## src/rtl/icache_refill_responder.sv

```systemverilog
// icache_refill_responder
// Memory-side responder for instruction-cache line refills. A request latches
// an aligned line base, reads LINE_WORDS words from the backing memory with up
// to MAX_OUTSTANDING reads in flight, buffers the returns, and replays the line
// as a single gap-free burst on resp_data/resp_ack.
//
// Optional build macro: ICACHE_REFILL_STATS_EN adds saturating stat_refills and
// stat_wait_cycles outputs. Without it neither the ports nor the counters exist.
//
// state     | meaning
// ----------+----------------------------------------------------------
// ST_IDLE   | waiting for icache_ren; latches the aligned line base
// ST_FETCH  | issuing memory reads and capturing returns into line_buf
// ST_STREAM | presenting line_buf[0..LINE_WORDS-1], one word per cycle
// ST_DRAIN  | single ack-low cycle that separates consecutive lines

module icache_refill_responder #(
    parameter int LINE_WORDS      = 16,
    parameter int ADDR_W          = 21,
    parameter int MAX_OUTSTANDING = 4
) (
    input  logic              cpu_clk,
    input  logic              reset_n,
    input  logic              icache_ren,
    input  logic [ADDR_W-1:0] icache_addr,
    output logic [31:0]       resp_data,
    output logic              resp_ack,
    output logic              busy,
    output logic              mem_req,
    output logic [ADDR_W-1:0] mem_addr,
    input  logic              mem_gnt,
    input  logic              mem_rvalid,
    input  logic [31:0]       mem_rdata
`ifdef ICACHE_REFILL_STATS_EN
    ,
    output logic [31:0]       stat_refills,
    output logic [31:0]       stat_wait_cycles
`endif
);

    localparam int IDX_W = $clog2(LINE_WORDS);
    localparam int CNT_W = IDX_W + 1;
    localparam int OUT_W = $clog2(MAX_OUTSTANDING + 1);

    localparam logic [CNT_W-1:0]  LINE_CNT   = CNT_W'(LINE_WORDS);
    localparam logic [OUT_W-1:0]  OUT_MAX    = OUT_W'(MAX_OUTSTANDING);
    localparam logic [IDX_W-1:0]  LAST_IDX   = IDX_W'(LINE_WORDS - 1);
    localparam logic [ADDR_W-1:0] ALIGN_MASK = ~ADDR_W'(LINE_WORDS - 1);

    typedef enum logic [1:0] {
        ST_IDLE   = 2'd0,
        ST_FETCH  = 2'd1,
        ST_STREAM = 2'd2,
        ST_DRAIN  = 2'd3
    } state_t;

    state_t            state;
    logic [ADDR_W-1:0] base;
    logic [CNT_W-1:0]  issue_cnt;
    logic [CNT_W-1:0]  ret_cnt;
    logic [OUT_W-1:0]  out_cnt;
    logic [IDX_W-1:0]  rd_ptr;
    logic [31:0]       line_buf [LINE_WORDS];

    logic              grant;
    logic              ret_take;
    logic [CNT_W-1:0]  issue_nxt;
    logic [CNT_W-1:0]  ret_nxt;
    logic [OUT_W-1:0]  out_nxt;

    // Next-cycle counter values; mem_req/mem_addr are registered from these so
    // the request line reflects the counts the memory will see next cycle.
    always_comb begin
        grant     = (state == ST_FETCH) && mem_req && mem_gnt;
        ret_take  = (state == ST_FETCH) && mem_rvalid && (ret_cnt < LINE_CNT);
        issue_nxt = issue_cnt + CNT_W'(grant);
        ret_nxt   = ret_cnt + CNT_W'(ret_take);
        out_nxt   = out_cnt + OUT_W'(grant) - OUT_W'(ret_take);
    end

    // Refill sequencer with registered outputs.
    always_ff @(posedge cpu_clk or negedge reset_n) begin
        if (!reset_n) begin
            state     <= ST_IDLE;
            base      <= '0;
            issue_cnt <= '0;
            ret_cnt   <= '0;
            out_cnt   <= '0;
            rd_ptr    <= '0;
            resp_data <= '0;
            resp_ack  <= 1'b0;
            busy      <= 1'b0;
            mem_req   <= 1'b0;
            mem_addr  <= '0;
        end else begin
            case (state)
                ST_IDLE: begin
                    if (icache_ren) begin
                        base      <= icache_addr & ALIGN_MASK;
                        issue_cnt <= '0;
                        ret_cnt   <= '0;
                        out_cnt   <= '0;
                        rd_ptr    <= '0;
                        busy      <= 1'b1;
                        mem_req   <= 1'b1;
                        mem_addr  <= icache_addr & ALIGN_MASK;
                        state     <= ST_FETCH;
                    end
                end
                ST_FETCH: begin
                    issue_cnt <= issue_nxt;
                    ret_cnt   <= ret_nxt;
                    out_cnt   <= out_nxt;
                    if (ret_nxt == LINE_CNT) begin
                        // The final word lands in the last slot this edge, so
                        // slot 0 is already stable for the first beat.
                        mem_req   <= 1'b0;
                        resp_ack  <= 1'b1;
                        resp_data <= line_buf[0];
                        rd_ptr    <= '0;
                        state     <= ST_STREAM;
                    end else begin
                        mem_req  <= (issue_nxt < LINE_CNT) && (out_nxt < OUT_MAX);
                        mem_addr <= base + ADDR_W'(issue_nxt);
                    end
                end
                ST_STREAM: begin
                    if (rd_ptr == LAST_IDX) begin
                        resp_ack  <= 1'b0;
                        resp_data <= '0;
                        state     <= ST_DRAIN;
                    end else begin
                        rd_ptr    <= rd_ptr + IDX_W'(1);
                        resp_data <= line_buf[rd_ptr + IDX_W'(1)];
                    end
                end
                ST_DRAIN: begin
                    busy  <= 1'b0;
                    state <= ST_IDLE;
                end
                default: begin
                    state <= ST_IDLE;
                end
            endcase
        end
    end

    // Line buffer: returns arrive in request order, so ret_cnt is the slot.
    always_ff @(posedge cpu_clk) begin
        if (ret_take) begin
            line_buf[ret_cnt[IDX_W-1:0]] <= mem_rdata;
        end
    end

`ifdef ICACHE_REFILL_STATS_EN
    // Saturating counters for refills started and cycles spent fetching.
    always_ff @(posedge cpu_clk or negedge reset_n) begin
        if (!reset_n) begin
            stat_refills     <= '0;
            stat_wait_cycles <= '0;
        end else begin
            if ((state == ST_IDLE) && icache_ren && (stat_refills != '1)) begin
                stat_refills <= stat_refills + 32'd1;
            end
            if ((state == ST_FETCH) && (stat_wait_cycles != '1)) begin
                stat_wait_cycles <= stat_wait_cycles + 32'd1;
            end
        end
    end
`endif

endmodule

```

## config.mk

```make
export PLATFORM = sky130hd
export DESIGN_NAME = icache_refill_responder
export DESIGN_NICKNAME = d
export VERILOG_FILES = /design/src/rtl/icache_refill_responder.sv
export SDC_FILE = /design/constraint.sdc
export NUM_CORES = 1
export LEC_CHECK = 0
export CORE_ASPECT_RATIO = 0.75
export CORE_MARGIN = 2
export CORE_UTILIZATION = 24
export CTS_CLUSTER_SIZE = 30
export DETAILED_ROUTE_END_ITERATION = 16
export PLACE_DENSITY = 0.39
export SLEW_MARGIN = 20
export SYNTH_ARGS = -nofsm -noshare
export SYNTH_HDL_FRONTEND = slang
export SYNTH_SLANG_ARGS = --single-unit
```

## constraint.sdc

```tcl
create_clock -name cpu_clk -period 6.1 [get_ports cpu_clk]
set_clock_uncertainty 0.15 [all_clocks]
set_input_delay 0.915 -clock cpu_clk [delete_from_list [all_inputs] [get_ports cpu_clk]]
set_output_delay 0.915 -clock cpu_clk [all_outputs]
set_load 0.02 [all_outputs]
```

---- Word level (Yosys, flattened, before mapping) ----
Memories as Yosys holds them, arrays and structs flattened.
Cells that the tools add are included.
word-level totals
  bits in registers ....................... 92
  bits in writable memories ............... 512
  input bits .............................. 58
  output and inout bits ................... 56
  logic and storage cells ................. 77
  memories kept ........................... 1
operators by class
  add/sub/neg operators ................... 6
  magnitude comparators ................... 3
  eq/ne operators ......................... 10
  muxes and demuxes ....................... 28
  reduce and logical (&&, ||, !) cells .... 18
memories
  memory    words  bits a word  rd ports  clocked after Yosys merged registers in  wr ports  line  RTL
  line_buf  16     32           2         0                                        1         63    logic [31:0] line_buf [LINE_WORDS];
operators by type and width
  operator               count
  $mux W32               2
  $pmux W32 S2           1
  $mux W21               2
  $pmux W21 S2           1
  $add A21 B5 Y21        1
  $pmux W5 S2            2
  $mux W4                3
  $pmux W4 S3            1
  $add A5 B1 Y5          2
  $lt A5 B5 Y1 const B   2
  $reduce_and A3 Y1      3
  $ne A2 B2 Y1 const B   4
  $pmux W2 S4            1
  $reduce_and A2 Y1      4
  $mux W1                6
  $mux W2                3
  $pmux W1 S2            3
  $pmux W3 S2            1
  $reduce_bool A2 Y1     3
  $eq A5 B5 Y1 const B   1
  $logic_and A1 B1 Y1    5
  $mux W5                1
  $add A4 B1 Y4 const B  1
  $eq A2 B2 Y1 const B   2
  other kinds (10)       10

---- Logic depth before layout (Yosys ltp) ----
  word-level depth ........................ 9
  gate-level depth with buffers ........... 17
  mapped depth without buffers ............ 15

---- Worst setup path before layout ----
No wires, ideal clock.
  path type ............................... input-to-reg
  start point ............................. in mem_rvalid
  end point ............................... mem line_buf[0][0] (enable)
  data arrival time ....................... 4.086 ns
  data required time ...................... 5.489 ns
  slack ................................... 1.403 ns
  stages .................................. 3
  path buffers ............................ 0
  cell sequence ........................... nor3b_1 > or3b_2 > nor3_1
between the ends
  longest elaborated chain between the ends .. 4
ends and longest elaborated chain
  element                            line  RTL
  start, declared                    32    input logic mem_rvalid,
  $logic_and A1 B1 Y1 (2 in series)  75    ret_take = (state == ST_FETCH) && mem_rvalid && (ret_cnt < LINE_CNT);
  $mux W1                            150   if (ret_take) begin
  $mux W1 (implied by the code)      151   line_buf[ret_cnt[IDX_W-1:0]] <= mem_rdata;
  end, declared                      63
No other way between the ends.

---- Final worst setup path ----
  start point ............................. reg state[1]
  end point ............................... reg resp_data[4]
between the ends
  longest elaborated chain between the ends .. 7
  elaborated cells between the ends (all ways) .. 10
  those cells by class .................... add/sub: 1; eq/ne: 4; mux: 1; reduce/logical: 4
ends and longest elaborated chain
  element                            line    RTL
  start, declared                    57      state_t state;
  start signal, assigned             84      state <= ST_IDLE;
  start signal, assigned             107     state <= ST_FETCH;
  start signal, assigned             121     state <= ST_STREAM;
  $eq A2 B1 Y1                       75, 96
  $logic_and A1 B1 Y1 (2 in series)  75
  $add A5 B1 Y5                      77      ret_nxt = ret_cnt + CNT_W'(ret_take);
  $eq A5 B5 Y1                       114     if (ret_nxt == LINE_CNT) begin
  $ne A2 B1 Y1 (no line)             -
  $reduce_and A2 Y1 (no line)        -
  end signal, assigned               119     resp_data <= line_buf[0];
  end signal, assigned               134     resp_data <= line_buf[rd_ptr + IDX_W'(1)];
  end, declared                      26      output logic [31:0] resp_data,
Several ways; a longest one is shown, not always the timed one.
A chain may end at the register's enable or synchronous reset.

==> out/qor.csv <==
metric,value,unit
crit_chain,inv_1 -> ha_1 -> inv_1 -> nor3b_1 -> buf_4 -> ha_1 -> ha_1 -> or4b_1 -> o21ai_1 -> a31oi_4 -> buf_4 -> a221oi_1 -> a21oi_1,
post-route-drc-count,0,
tns,0,ns
async_reset_ff_share,15.2,%
r2r_setup_slack,1.84,ns
design.die.area,102000,um2
leakage,9.44,nW
cp.arrival,4.58,ns
final_antenna_net_count,0,
crit_fanout,23,
numPortBuffers,109,
syn-num-nets,1263,
grt_pass1_vias,13000,
min_period,4.26,ns
hold_viol,0,
synth_commonest_cells,"edfxtp_1 (512), mux4_2 (155), dfrtp_1 (92)",
syn2layout_area_growth,21.9,%
r2r_end,resp_data[4]$_DFFE_PN0P_,
worst_setup_path_start_kind,flip-flop,
holdCritStartpoint,mem_addr[14]$_DFFE_PN0P_,
synth_top_area_share,64.2,%
r2r_start,state[1]$_DFFE_PN0P_,
synth.area.top_cells,"edfxtp_1 (64%), mux4_2 (15%), dfrtp_1 (9.6%)",
fmax,235,MHz
io_pins,114,
total_power,12.5,mW
cpLargestDelayFamily,compound AO/OA/AOI/OAI gates,
wl,65.3,mm
detailed_place_hpwl,35.4,mm
grt_max_degree,96,
cts_buffers,69,
cts_setup_buffers,0,
drv_slew,0,
cts_tree,done,
slew_headroom,32.1,%
cp.required,6.43,ns
place_congestion,0.667,
synthCells,1190,
power_density,428,nW/um2
diodes,0,
htree_levels,3,
grt_first_pass_wirelength,94.6,mm
die_h,278,um
ys_seq_area_share,73.8,%
dr.pass1.iters,5,
synth_edf_count,512,
nNetsFinal,1421,
insertion_delay,0.61,ns
synth_area,23900,um2
globalRouteOverflowTotal,0,
rows,100,
tightest_slew,1.01,ns
clk_path_buf_depth,3,
clock-root-buffer,clkbuf_16,
grt.total_usage,12.8,%
irDropWorstVdd,206,uV
whs_path_depth,1,
post-synth-top-area-cell,edfxtp_1,
end_kind,flip-flop,
synth_seq_cells,604,
period_share,69.8,%
viasPerCell,4.44,
holdPathEnd,mem_addr[14]$_DFFE_PN0P_,
cpPeakStageDelay,0.47,ns
synthFlopType,edfxtp_1,
syn_avg_cell_area,20.1,um2
cts_sinks,604,
cpMostUsedCell,ha_1,
floorplan.core_area,99100,um2
critical_path_buf_inv_count,4,
vias,12100,
cap_viol_max_count,0,
drive_gt1_share,24.3,%
reg2reg_depth,13,
drt-initial-drc-count,1048,
start_util,24.2,%
synth_cell_types,53,
die_w,369,um
holdBufCountCts,1,
yosysMostFrequentCell,edfxtp_1,
critPathKind,reg2reg,
synth_warnings,0,
cts.reportedPaths.clkPinSlew,0.06,ns
antenna_found_initial,1,
wl_per_cell,23.9,um
cts_resized,0,
outcome,completed,
worst_path_max_delay_cell,or4b_1,
setup_viol,0,
hold_path.class,reg2reg,
rsz0062_at_grt,false,
==> worst max-delay path by stage <==
stage / from / endpoint / cells after the start / slack (ns)
2_1_floorplan: mem_rvalid / line_buf[0][0]$_DFFE_PP_ / 3 / 1.40
3_3_place_gp: mem_rvalid / resp_data[15]$_DFFE_PN0P_ / 11 / 1.45
3_5_place_dp: mem_rvalid / resp_data[15]$_DFFE_PN0P_ / 11 / 1.45
4_1_cts: state[1]$_DFFE_PN0P_ / resp_data[15]$_DFFE_PN0P_ / 13 / 1.75
5_1_grt: state[1]$_DFFE_PN0P_ / resp_data[22]$_DFFE_PN0P_ / 12 / 1.44
6_report: state[1]$_DFFE_PN0P_ / resp_data[4]$_DFFE_PN0P_ / 13 / 1.84
==> worst reg2reg max path: stages, from the launching register on <==
cell and delay [ns]:
dfrtp_1 0.41, inv_1 0.08, ha_1 0.19, inv_1 0.39
nor3b_1 0.11, buf_4 0.18, ha_1 0.24, ha_1 0.26
or4b_1 0.47, o21ai_1 0.33, a31oi_4 0.43, buf_4 0.38
a221oi_1 0.42, a21oi_1 0.08
==> placed cells by master (no fill, tap or decap), types with 5 or more instances in the layout <==
master	instances
edfxtp_1	512
mux4_2	155
clkdlybuf4s50_1	108
dfrtp_1	91
clkbuf_16	71
inv_1	42
a21oi_1	42
nand2_1	38
buf_4	38
a221oi_1	31
o21ai_0	30
nor2_1	19
mux2_2	18
clkbuf_1	18
nor2_4	13
ha_1	13
nand3_1	12
xnor2_1	11
xor2_1	9
clkbuf_8	9
clkinv_2	9
mux2i_1	8
a22o_1	7
o31ai_1	6
nand2b_1	6
bufinv_16	6
clkinv_1	6
and3_1	5
mux4_1	5
==> cell type report <==
cell class | count | area, um2
inverter | 43 | 161
multi-input combinational | 479 | 5950
tap | 1326 | 1660
fill | 9748 | 69900
timing repair buffer | 151 | 1460
clock buffer | 98 | 1970
sequential | 604 | 17700
clock inverter | 26 | 305
==> routing by layer <==
layer	track usage (%)	part of all wire, %
met1	17.8	47
met2	20.5	47
met3	2.67	4.2
met4	3.20	2.0
met5	0	0.018
==> per-stage QoR <==
| step | util (%) | hold WS [ns] | worst slack [ns] | area, um2 | cells |
|---|---|---|---|---|---|
| final | 29.5 | 0.326 | 1.84 | 29200 | 2727 |
| after global routing | 29.5 | 0.354 | 1.44 | 29200 | 2727 |
| after CTS | 29.4 | 0.334 | 1.75 | 29200 | 2726 |
| after detailed placement | 27.1 | 0.321 | 1.45 | 26900 | 2601 |
| after global placement | 27.1 | 0.318 | 1.45 | 26900 | 2601 |
| after floorplan | - | 0.325 | 1.40 | 23900 | 1190 |
==> state kept, by name, indices dropped and copies added, names as in the netlist <==
| signal | flops |
|---|---|
| base | 17 |
| busy | 1 |
| issue_cnt | 5 |
| line_buf | 512 |
| mem_addr | 21 |
| mem_req | 1 |
| out_cnt | 3 |
| rd_ptr | 4 |
| resp_ack | 1 |
| resp_data | 32 |
| ret_cnt | 5 |
| state | 2 |
==> kinds of logic (layout without fill, tap and decap cells) <==
logic type	count (synthesis)	count (layout)	synth area share (%)
compound gates	137	137	3.79
buf+inv	107	318	2.10
flops	604	604	73.8
mux	186	186	16.3
simple gates	119	119	2.37
xor+xnor	22	22	0.805
fa+ha+maj	15	15	0.815
==> where the power goes <==
part	total, mW	switching, mW	internal [mW]
Combinational	3.19	1.74	1.44
Sequential	5.11	0.296	4.82
Clock	4.19	1.68	2.51
Power figures use the tool's default switching activity.
